`config.mk`:
```
export PLATFORM = sky130hd
export DESIGN_NAME = shift_reg_input
export DESIGN_NICKNAME = d
export VERILOG_FILES = /design/src/rtl/shift_reg_pkg.sv /design/src/rtl/shift_clk_timer.sv /design/src/rtl/shift_reg_input.sv
export SDC_FILE = /design/constraint.sdc
export NUM_CORES = 1
export LEC_CHECK = 0
export ABC_AREA = 1
export BUFFER_PORTS_ARGS = -buffer_cell sky130_fd_sc_hd__buf_2
export CORE_MARGIN = 3
export CORE_UTILIZATION = 42
export CTS_CLUSTER_SIZE = 24
export DETAILED_ROUTE_END_ITERATION = 8
export SYNTH_ARGS = -nofsm -noshare
export SYNTH_HDL_FRONTEND = slang
export SYNTH_SLANG_ARGS = --single-unit
```
`constraint.sdc`:
```
create_clock -name i_clk -period 4.6 [get_ports i_clk]
set_input_delay 0.23 -clock i_clk [delete_from_list [all_inputs] [get_ports i_clk]]
set_output_delay 0.23 -clock i_clk [all_outputs]
set_load 0.01 [all_outputs]
```
`src/rtl/shift_reg_pkg.sv`:
```
// shift_reg_pkg: state encodings and word-size derivation shared by the 74HC165/74HC595 shift-register blocks.
package shift_reg_pkg;
  typedef enum logic [2:0] {
    IDLE     = 3'd0,
    LOAD     = 3'd1,
    SHIFT_LO = 3'd2,
    SHIFT_HI = 3'd3,
    DONE     = 3'd4
  } state_e;
  function automatic int data_size(input int width);
    return 1 << width;
  endfunction
endpackage

```
`src/rtl/shift_clk_timer.sv`:
```
// shift_clk_timer: 8-bit phase timer, reloaded with the phase length minus one on every state entry.
module shift_clk_timer (
  input  logic       i_clk,
  input  logic       i_reset,
  input  logic       i_restart,
  input  logic [7:0] i_load,
  output logic       o_expire
);
  logic [7:0] cnt_q, cnt_d;
  assign cnt_d = i_restart ? i_load : cnt_q - {7'd0, cnt_q != 8'd0};
  assign o_expire = cnt_q == 8'd0;
  always_ff @(posedge i_clk or posedge i_reset) begin
    if (i_reset) cnt_q <= 8'd0;
    else cnt_q <= cnt_d;
  end
endmodule

```
`src/rtl/shift_reg_input.sv`:
```
// shift_reg_input: reads a 74HC165 chain into a parallel word on every change of i_enable_toggle.
// Define SHIFT_REG_INPUT_CHANGE_EN to add o_changed, flagging reads whose value differs from the previous one.
module shift_reg_input
  import shift_reg_pkg::*;
#(
  parameter int DATA_WIDTH  = 3,
  parameter int HALF_PERIOD = 1,
  localparam int DATA_SIZE  = data_size(DATA_WIDTH)
) (
  input  logic                 i_clk,
  input  logic                 i_reset,
  input  logic                 i_enable_toggle,
  input  logic                 i_data_val,
  output logic                 o_load_n,
  output logic                 o_data_clock,
  output logic [DATA_SIZE-1:0] o_value,
  output logic                 o_valid,
  output logic                 o_busy
`ifdef SHIFT_REG_INPUT_CHANGE_EN
  ,
  output logic                 o_changed
`endif
);
  localparam logic [DATA_WIDTH:0] LAST_BIT = (DATA_WIDTH + 1)'(DATA_SIZE);
  localparam logic [7:0] PHASE_LOAD = 8'(HALF_PERIOD - 1);
  state_e state_q, state_d;
  logic last_q, last_d;
  logic [DATA_WIDTH:0] cnt_q, cnt_d;
  logic [DATA_SIZE-1:0] sr_q, sr_d, value_q, value_d;
  logic load_n_q, dclk_q, valid_q, busy_q, expire;
  shift_clk_timer u_timer (
    .i_clk     (i_clk),
    .i_reset   (i_reset),
    .i_restart (state_d != state_q),
    .i_load    (PHASE_LOAD),
    .o_expire  (expire)
  );
  always_comb begin
    state_d = state_q;
    last_d  = last_q;
    cnt_d   = cnt_q;
    sr_d    = sr_q;
    case (state_q)
      IDLE: begin
        if (i_enable_toggle != last_q) begin
          last_d  = i_enable_toggle;
          cnt_d   = '0;
          state_d = LOAD;
        end
      end
      LOAD:     state_d = expire ? SHIFT_LO : LOAD;
      SHIFT_LO: begin
        // The bit is sampled at the end of the low phase so Q7 has settled since the last rising edge.
        if (expire) begin
          sr_d    = {sr_q[DATA_SIZE-2:0], i_data_val};
          cnt_d   = cnt_q + 1'b1;
          state_d = (cnt_d == LAST_BIT) ? DONE : SHIFT_HI;
        end
      end
      SHIFT_HI: state_d = expire ? SHIFT_LO : SHIFT_HI;
      DONE:     state_d = IDLE;
      default:  state_d = IDLE;
    endcase
  end
  // Outputs are decoded from the next state so the pins switch on the same edge as the state.
  assign value_d = (state_d == DONE) ? sr_d : value_q;
  always_ff @(posedge i_clk or posedge i_reset) begin
    if (i_reset) begin
      state_q  <= IDLE;
      last_q   <= 1'b0;
      cnt_q    <= '0;
      sr_q     <= '0;
      value_q  <= '0;
      load_n_q <= 1'b1;
      dclk_q   <= 1'b0;
      valid_q  <= 1'b0;
      busy_q   <= 1'b0;
    end else begin
      state_q  <= state_d;
      last_q   <= last_d;
      cnt_q    <= cnt_d;
      sr_q     <= sr_d;
      value_q  <= value_d;
      load_n_q <= state_d != LOAD;
      dclk_q   <= state_d == SHIFT_HI;
      valid_q  <= state_d == DONE;
      busy_q   <= state_d != IDLE;
    end
  end
  assign o_load_n     = load_n_q;
  assign o_data_clock = dclk_q;
  assign o_value      = value_q;
  assign o_valid      = valid_q;
  assign o_busy       = busy_q;
`ifdef SHIFT_REG_INPUT_CHANGE_EN
  logic changed_q;
  always_ff @(posedge i_clk or posedge i_reset) begin
    if (i_reset) changed_q <= 1'b0;
    else changed_q <= (state_d == DONE) && (sr_d != value_q);
  end
  assign o_changed = changed_q;
`endif
endmodule

```
### Yosys cells after proc, flatten, opt, wreduce, memory -nomap -nowiden

Index checks and enable logic that the tools add are counted.

* register bits: 36
* latch bits: 0
* RAM bits: 0
* bits in read-only memories: 0
* bits of input ports: 4
* output and inout port bits: 12
* logic and storage cells: 42
* memories kept: 0

* add/sub/neg operators: 2
* $mul: 0
* divide/modulo/power cells: 0
* order comparisons: 0
* eq/ne operators: 11
* shifts and indexed selects: 0
* multiplexer cells: 12
* bitwise operators: 0
* reductions and logical operators: 7

Operators by type and width (number)
* $mux 8: 3
* $pmux 3 s4: 1
* $eq 3x2->1 const B: 3
* $mux 3: 3
* $logic_not 8->1: 1
* $mux 4: 2
* $pmux 4 s2: 1
* $reduce_bool 8->1: 1
* $sub 8x1->8: 1
* $add 4x1->4 const B: 1
* $eq 4x4->1 const B: 1
* $ne 2x2->1 const B: 2
* $eq 3x1->1 const B: 1
* $eq 3x3->1 const B: 1
* $logic_not 3->1: 1
* $ne 3x1->1 const B: 1
* $ne 3x3->1: 1
* $reduce_and 3->1: 1
* $reduce_bool 3->1: 1
* $mux 2: 1
* $reduce_and 2->1: 1
* $reduce_bool 2->1: 1
* $mux 1: 1
* $ne 1x1->1: 1

### Depth between registers and ports, before layout

Gate-level depths: netlist of the first run.

* depth in word-level cells: 7
* gate-level depth with buffers: 11
* depth with buffers taken out: 11

### Cells and area by module

Synthesis of the first run repeated with hierarchy kept, for this count alone.

* cells, all modules: 215
* area total of the unflattened synthesis: 1745.4 µm²

By module, submodules not included
* shift_reg_input: instances 1, cells each 147, area each 1227.4 µm², seq. area each 701.9 µm²
* shift_clk_timer: instances 1, cells each 68, area each 518.0 µm², seq. area each 200.2 µm²

### Worst setup path after synthesis of the first run

No wires, ideal clock.

* path type: reg-to-reg
* from: register u_timer.cnt_q[3]
* to: register u_timer.cnt_q[6]
* setup time: 120 ps
* data arrival time: 1546 ps
* data required time: 4480 ps
* setup slack: 2934 ps
* cell stages (with the launch flop): 10
* path buffers: 0
* clock period less this slack: 1666 ps
* path through: dfrtp_1 > nor2_2 > nand2_2 > nor2_8 > inv_1 > ha_1 > ha_1 > nand3_1 > xor2_1 > nor2_1

* longest elaborated chain between the ends: 5
* elaborated cells between the ends (all ways): 9
* classes of those cells: 1 x add/sub; 1 x eq/ne; 5 x mux; 2 x reduce/logical

Ends and longest elaborated chain
* start: declaration: line shift_clk_timer.sv:9 `logic [7:0] cnt_q, cnt_d;`
* start signal: assignment: line shift_clk_timer.sv:14 `else cnt_q <= cnt_d;`
* branches (longest 4 deep; another with $sub 8x1->8)
* $mux 8 *: line shift_clk_timer.sv:10 `assign cnt_d = i_restart ? i_load : cnt_q - {7'd0, cnt_q != 8'd0};`
* net u_timer.cnt_d[6]: line shift_clk_timer.sv:9

Mark *: on every way through the listed nets, which the timed path passes.
A chain may end at the register's enable or synchronous reset.

### Worst setup path after layout of the first run

Same ends and word-level chain as after synthesis.

==> impl_metrics.json, run 1 <==
{
  "postSynthNetCount": 175,
  "worst_r2r_startpoint": "u_timer.cnt_q[3]",
  "whs_ns": 0.03503,
  "syn-mean-instance-area_um2": 9.801,
  "setup_total_negative_slack_ns": 0,
  "fp.coreArea_um2": 3716,
  "critical_path.max_fanout": 10,
  "initial_drc_count": 51,
  "cell_leakage_power_nw": 0.8937,
  "floorplan.rows": 22,
  "share_of_cells_above_drive_strength_1_pct": 27.51,
  "fin_nets": 195,
  "crit_path_frequent_cell": "sky130_fd_sc_hd__ha_1",
  "cts_tree": "built",
  "die-area_um2": 4708,
  "grt.met3_usage_pct": 4.214,
  "cpPeakStageDelay_ns": 0.42,
  "yosys_warnings": 0,
  "n_diodes": 0,
  "hpwl_um": 2019,
  "final_period_minus_worst_setup_slack_ns": 1.785,
  "finalPower_w": 0.001063,
  "ctsLongestPathBuffers": 2,
  "ant_nets": 0,
  "clock.fmax_mhz": 560.3,
  "critPathKind": "reg2reg",
  "gp_congestion": 0.7735,
  "globalRouteTotalUtil_pct": 13.90,
  "grt_util_met1_pct": 16.31,
  "vias_in_the_first_global_route": 1058,
  "synth_seq_area_share_pct": 54.79,
  "met2_use_gr_pct": 22.05,
  "postCtsSetupBuffers": 0,
  "path_clk_slew_ns": 0.07,
  "die_x_um": 68.62,
  "cap_viol_max_count": 0,
  "numPortBuffers": 15,
  "grt_start_max_net_pins": 37,
  "cell_by_cell_trace_of_the_critical_path": "nor2_2 -> nand2_2 -> nor2_8 -> inv_1 -> ha_1 -> ha_1 -> nand3_1 -> xor2_1 -> nor2_1",
  "critPathTopFamily": "simple AND/OR/NAND/NOR gates",
  "critical-path-slowest-cell": "sky130_fd_sc_hd__dfrtp_1",
  "gr_overflow_total": 0,
  "grt.busiest_layer": "met2",
  "run_status": "complete, no violations",
  "netlist_instances": 168,
  "timing_hold_violations_final": 0,
  "drtPass1Iterations": 4,
  "initial_antenna_violation_count": 0,
  "vdd_drop_max_mv": 0.3012,
  "synthToLayoutAreaGrowth_pct": 12.08,
  "io_pins": 16,
  "final.setup_skew_ns": 0.003866,
  "synth_cell_types": 27,
  "min_period_over_period_pct": 38.80,
  "detail_route.wl_per_cell_um": 12.12,
  "grt_first_pass_wirelength_um": 4726,
  "die_height_um": 68.62,
  "cts.sinks": 36,
  "clk-insertion-delay-late_ns": 0.28,
  "worstMarginPinSlew_ns": 0.4496,
  "max_slew_margin_pct": 70.03,
  "initial_utilization_pct": 44.31,
  "cp.buffers_inverters": 1,
  "critical_path.endpoint_type": "register",
  "cp-start-kind": "register",
  "setup_repair_after_global_routing_missed_its_margin": "false",
  "finalSetupViolations": 0,
  "worstSetupStartpoint": "u_timer.cnt_q[3]",
  "cts_root_buf": "sky130_fd_sc_hd__clkbuf_8",
  "detail_route.drc_violations": 0,
  "postCtsHoldBufs": 0,
  "synth_seq_cells": 36,
  "clock_tree.htree_level_count": 2,
  "dr_vias_cell": 4.895,
  "post_cts.resized_instances": 0,
  "worst-endpoint-arrival_ns": 1.96,
  "drv_slew": 0,
  "power_density_nw_per_um2": 576.0,
  "synthesis.area_um2": 1647,
  "worstPathRequired_ns": 4.77,
  "dr_total_vias": 1160,
  "detail_route.wirelength_um": 2873,
  "min-delay-path-class": "in2async",
  "cts_made_buffers": 5
}
-- synthesized netlist by cell type --
cell type / n / area, um^2
sky130_fd_sc_hd__dfrtp_1: 35 / 875.8
sky130_fd_sc_hd__nand2_1: 21 / 78.83
sky130_fd_sc_hd__inv_1: 20 / 75.07
sky130_fd_sc_hd__nor2_1: 20 / 75.07
sky130_fd_sc_hd__nand3_1: 9 / 45.04
sky130_fd_sc_hd__o21ai_1: 8 / 40.04
sky130_fd_sc_hd__o21ai_2: 8 / 70.07
sky130_fd_sc_hd__or2_2: 8 / 50.05
sky130_fd_sc_hd__a21oi_1: 4 / 20.02
sky130_fd_sc_hd__xnor2_1: 4 / 35.03
sky130_fd_sc_hd__buf_6: 3 / 33.78
sky130_fd_sc_hd__ha_1: 3 / 37.54
sky130_fd_sc_hd__inv_2: 3 / 11.26
sky130_fd_sc_hd__nor2_2: 3 / 18.77
sky130_fd_sc_hd__o21ai_0: 3 / 15.01
sky130_fd_sc_hd__xor2_1: 3 / 26.28
sky130_fd_sc_hd__nand3_2: 2 / 20.02
sky130_fd_sc_hd__o211ai_1: 2 / 15.01
sky130_fd_sc_hd__dfstp_2: 1 / 26.28
sky130_fd_sc_hd__mux2_2: 1 / 11.26
sky130_fd_sc_hd__nand2_2: 1 / 6.260
sky130_fd_sc_hd__nand2_4: 1 / 11.26
sky130_fd_sc_hd__nand4_1: 1 / 6.260
sky130_fd_sc_hd__nor2_4: 1 / 11.26
sky130_fd_sc_hd__nor2_8: 1 / 20.02
sky130_fd_sc_hd__nor3_1: 1 / 5.000
sky130_fd_sc_hd__o22ai_1: 1 / 6.260
-- worst register-to-register path, cell delays in order (launching register included) --
cell and delay (ns):
sky130_fd_sc_hd__dfrtp_1 0.42, sky130_fd_sc_hd__nor2_2 0.17, sky130_fd_sc_hd__nand2_2 0.11, sky130_fd_sc_hd__nor2_8 0.20, sky130_fd_sc_hd__inv_1 0.06, sky130_fd_sc_hd__ha_1 0.19
sky130_fd_sc_hd__ha_1 0.22, sky130_fd_sc_hd__nand3_1 0.11, sky130_fd_sc_hd__xor2_1 0.15, sky130_fd_sc_hd__nor2_1 0.06
-- per-layer routing --
metal / vias to the layer above / part of all wire (%) / wire (um)
li1: 570 / - / -
met1: 549 / 45 / 1280
met2: 32 / 49 / 1400
met3: 9 / 4.2 / 121
met4: 0 / 2.5 / 72
met5: - / 0 / 0
-- flip-flops by register name, summed over array words and instances, names as in the netlist --
signal and count:
o_busy 1, o_data_clock 1, u_timer.cnt_q 8, last_q 1, o_value 8, sr_q 8, state_q 3, o_valid 1
o_load_n 1, cnt_q 4
-- per-stage QoR --
step	instances	cell area [um^2]	worst slack (ns)	utilization, %
5_1_grt	237	1846	2.715	49.66
3_3_place_gp	229	1755	2.867	47.24
3_5_place_dp	229	1755	2.818	47.24
6_report	237	1846	2.815	49.66
2_1_floorplan	168	1647	2.934	-
4_1_cts	237	1846	2.808	49.66
-- cell type report --
cell class / count / area, um^2
Clock buffer: 8 / 90.09
Fill cell: 358 / 1871
Inverter: 23 / 86.33
Multi-Input combinational cell: 106 / 624.3
Sequential cell: 36 / 902.1
Tap cell: 48 / 60.06
Timing Repair Buffer: 16 / 82.58
-- where the power goes --
part           internal (W)  total [W]  switching, W
clock network      0.000122   0.000226      0.000104
logic              0.000139   0.000378      0.000239
registers          0.000404   0.000459     0.0000549
-- final timing paths --
| check | to | slack [ns] | cells past startpoint |
|---|---|---|---|
| max | u_timer.cnt_q[6] | 2.82 | 9 |
| min | u_timer.cnt_q[7] | 0.04 | 3 |
| max reg2reg | u_timer.cnt_q[6] | 2.82 | 9 |
| min reg2reg | o_value[4] | 0.49 | 2 |
| max in group asynchronous | o_load_n | 4.22 | 3 |
| min in group i_clk | last_q | 0.20 | 2 |
-- cell families (layout without fill, tap and decap cells) --
kind of cell / Yosys count / count (layout) / synth area share, %
simple gates: 69 / 69 / 21.13
fa+ha+maj: 3 / 3 / 2.280
flops: 36 / 36 / 54.79
mux: 1 / 1 / 0.6838
buf+inv: 26 / 47 / 7.295
xor+xnor: 7 / 7 / 3.723
compound gates: 26 / 26 / 10.11
-- layout by cell type (no fill, tap or decap), types with 2 or more instances in the layout --
cell and n:
sky130_fd_sc_hd__nand3_1 9, sky130_fd_sc_hd__inv_2 3, sky130_fd_sc_hd__buf_2 15, sky130_fd_sc_hd__o211ai_1 2
sky130_fd_sc_hd__o21ai_1 8, sky130_fd_sc_hd__inv_1 20, sky130_fd_sc_hd__nand2_1 21, sky130_fd_sc_hd__nand3_2 2
sky130_fd_sc_hd__a21oi_1 4, sky130_fd_sc_hd__xor2_1 3, sky130_fd_sc_hd__clkbuf_8 6, sky130_fd_sc_hd__nor2_1 20
sky130_fd_sc_hd__clkbuf_1 2, sky130_fd_sc_hd__xnor2_1 4, sky130_fd_sc_hd__o21ai_2 8, sky130_fd_sc_hd__dfrtp_1 35
sky130_fd_sc_hd__or2_2 8, sky130_fd_sc_hd__ha_1 3, sky130_fd_sc_hd__nor2_2 3, sky130_fd_sc_hd__o21ai_0 3
Power figures use the tool's default switching activity.
==> run 2, diff against run 1 <==
==> constraint.sdc (replaced) <==
create_clock -name i_clk -period 1.5 [get_ports i_clk]
set_input_delay 0.075 -clock i_clk [delete_from_list [all_inputs] [get_ports i_clk]]
set_output_delay 0.075 -clock i_clk [all_outputs]
set_load 0.01 [all_outputs]
==> run 2 against run 1 <==
Net effect: the flow now finishes with violations (setup timing); largest cell class unchanged; die area did not move; largest power group is now combinational logic; combinational power rose to 4.6 times the previous value; non-clock buffer count rose by 29; critical path type unchanged; maximum frequency grew 17%; clock skew grew 0.0047 ns; global-route usage grew 2.1 points; power grew to 3.6 times the previous value; design area is 23% higher; core utilization is 11 points higher; sequential cell count did not move; first-iteration DRC count increased by 51%.
==> impl_metrics.json, run 2 (synthesized netlist as in run 1, its figures left out) <==
{
  "grt_start_max_net_pins": 37,
  "post_route_utilization_pct": 61.04,
  "timing.reg2reg.worst_path_depth": 11,
  "cpPeakStageDelay_ns": 0.39,
  "critical_path.max_fanout": 2,
  "cell_leakage_power_nw": 1.068,
  "detail_route.wl_per_cell_um": 12.13,
  "numPortBuffers": 15,
  "final_period_minus_worst_setup_slack_ns": 1.519,
  "critical_path.endpoint_type": "register",
  "gr_overflow_total": 0,
  "whs_ns": 0.004893,
  "postLayoutSetupSlackWorst_ns": -0.01916,
  "max_slew_margin_pct": 69.39,
  "fin_nets": 225,
  "vias_in_the_first_global_route": 1256,
  "critical-path-slowest-cell": "sky130_fd_sc_hd__dfrtp_1",
  "ctsLongestPathBuffers": 2,
  "power_density_nw_per_um2": 1697,
  "postLayoutCellArea_um2": 2268,
  "setup_repair_after_global_routing_missed_its_margin": "true",
  "drv_slew": 0,
  "synthToLayoutAreaGrowth_pct": 37.77,
  "grt_first_pass_wirelength_um": 5423,
  "clock_tree.htree_level_count": 2,
  "worst_r2r_startpoint": "u_timer.cnt_q[6]",
  "finalPower_w": 0.003849,
  "globalRouteTotalUtil_pct": 16.05,
  "share_of_cells_above_drive_strength_1_pct": 48.40,
  "min-delay-path-class": "in2reg",
  "worst-endpoint-arrival_ns": 1.71,
  "cts.sinks": 36,
  "setup_total_negative_slack_ns": -0.04692,
  "n_diodes": 0,
  "vdd_drop_max_mv": 0.9013,
  "leading_cell_type_in_the_layout_fill_and_taps_excluded": "sky130_fd_sc_hd__dfrtp_1",
  "clk-insertion-delay-late_ns": 0.29,
  "timing_hold_violations_final": 0,
  "floorplan.rows": 22,
  "run_status": "complete, but fails checks",
  "cts_tree": "built",
  "initial_drc_count": 77,
  "cell_by_cell_trace_of_the_critical_path": "nor2_1 -> nand2_2 -> nor2_8 -> inv_2 -> ha_4 -> nand2_4 -> nor2_4 -> nand2_2 -> nor3_2 -> xnor2_1 -> nor2_1",
  "die_height_um": 68.62,
  "worstMarginPinSlew_ns": 0.4592,
  "ff2ff_setup_slack_ns": -0.02,
  "critPathKind": "reg2reg",
  "clock.fmax_mhz": 658.3,
  "worstPathRequired_ns": 1.69,
  "detail_route.wirelength_um": 3240,
  "cts_made_buffers": 5,
  "endpoint": "u_timer.cnt_q[7]",
  "dr_vias_cell": 4.678,
  "violated_checks": "setup timing",
  "path_clk_slew_ns": 0.07,
  "io_pins": 16,
  "ant_nets": 0,
  "hpwl_um": 2032,
  "dr_total_vias": 1249,
  "initial_utilization_pct": 44.31,
  "finalSetupViolations": 5,
  "worstSetupStartpoint": "u_timer.cnt_q[6]",
  "die_x_um": 68.62,
  "die-area_um2": 4708,
  "final.setup_skew_ns": 0.008599,
  "min_period_over_period_pct": 101.3,
  "gp_congestion": 0.8008,
  "cap_viol_max_count": 0,
  "placed_cell_area_um2": 1951,
  "critical_path.reg2reg.endpoint": "u_timer.cnt_q[7]",
  "layout.cells.most_common_list": "sky130_fd_sc_hd__dfrtp_1 (35), sky130_fd_sc_hd__buf_4 (28), sky130_fd_sc_hd__inv_1 (18)",
  "fp.coreArea_um2": 3716,
  "cp-start-kind": "register",
  "initial_antenna_violation_count": 0,
  "detail_route.drc_violations": 0,
  "cts_root_buf": "sky130_fd_sc_hd__clkbuf_8",
  "drtPass1Iterations": 5
}
-- run 2: cell count changes in the layout (fill, tap and decap cells not counted), moves of 3 or more --
cell and change:
sky130_fd_sc_hd__nand3_1 -3, sky130_fd_sc_hd__nand2_1 -4, sky130_fd_sc_hd__or2_2 -4, sky130_fd_sc_hd__nor2_1 -6, sky130_fd_sc_hd__buf_4 +27, sky130_fd_sc_hd__ha_1 -3, sky130_fd_sc_hd__o21ai_0 -3, sky130_fd_sc_hd__or2_4 +4
sky130_fd_sc_hd__o21ai_4 +3, sky130_fd_sc_hd__nor2_4 +4
-- run 2: how the worst min path moves through the flow --
stage | startpoint | endpoint | depth (start not counted)
global route | i_data_val | sr_q[0] | 3
finish | i_data_val | sr_q[0] | 3
CTS | i_data_val | sr_q[0] | 3
global placement | i_reset | u_timer.cnt_q[4] | 3
detailed placement | i_reset | u_timer.cnt_q[4] | 3
floorplan | i_enable_toggle | last_q | 1
-- run 2: stage by stage --
step	worst slack, ns	cells
3_3_place_gp	-0.03707	249
3_5_place_dp	-0.08714	249
6_report	-0.01916	267
4_1_cts	-0.07112	264
5_1_grt	-0.1181	267
2_1_floorplan	-0.05412	168
-- run 2: worst max-delay path, delay by kind of cell, from the launching register on --
kind | cells | cell delay, ns
flops | 1 | 0.39
buf+inv | 1 | 0.05
fa+ha+maj | 1 | 0.17
simple gates | 8 | 0.65
xor+xnor | 1 | 0.14
-- run 2: layout make-up --
type / instances / area [um^2]
repair inverters: 1 / 7.507
multi-input cells: 106 / 798.3
clock inverters: 1 / 7.507
repair buffers: 45 / 315.3
fillers: 309 / 1448
flip-flops and latches: 36 / 902.1
clock buffers: 7 / 86.33
well taps: 48 / 60.06
inverters: 23 / 91.34
-- run 2: per-layer routing --
layer | share of wire, % | vias to the layer above | GRT usage [%]
li1 | - | 636 | -
met1 | 45 | 592 | 18.85
met2 | 51 | 14 | 26.70
met3 | 2.3 | 7 | 3.890
met4 | 2.2 | 0 | 8.933
met5 | 0 | - | 0
-- run 2: where the power goes --
part / leakage [nW] / internal [W] / switching (W)
Combinational: 0.578 / 0.000774 / 0.000942
Sequential: 0.445 / 0.00124 / 0.000174
Clock: 0.0445 / 0.000373 / 0.000346
-- run 2: repair_timing --
action	4_1_cts	5_1_grt
buffers inserted	5	3
hold endpoints to repair	35	0
gates cloned	1	0
setup endpoints to repair	19	29
gates resized for setup	22	17
pin swaps	21	9
hold buffers	1	0
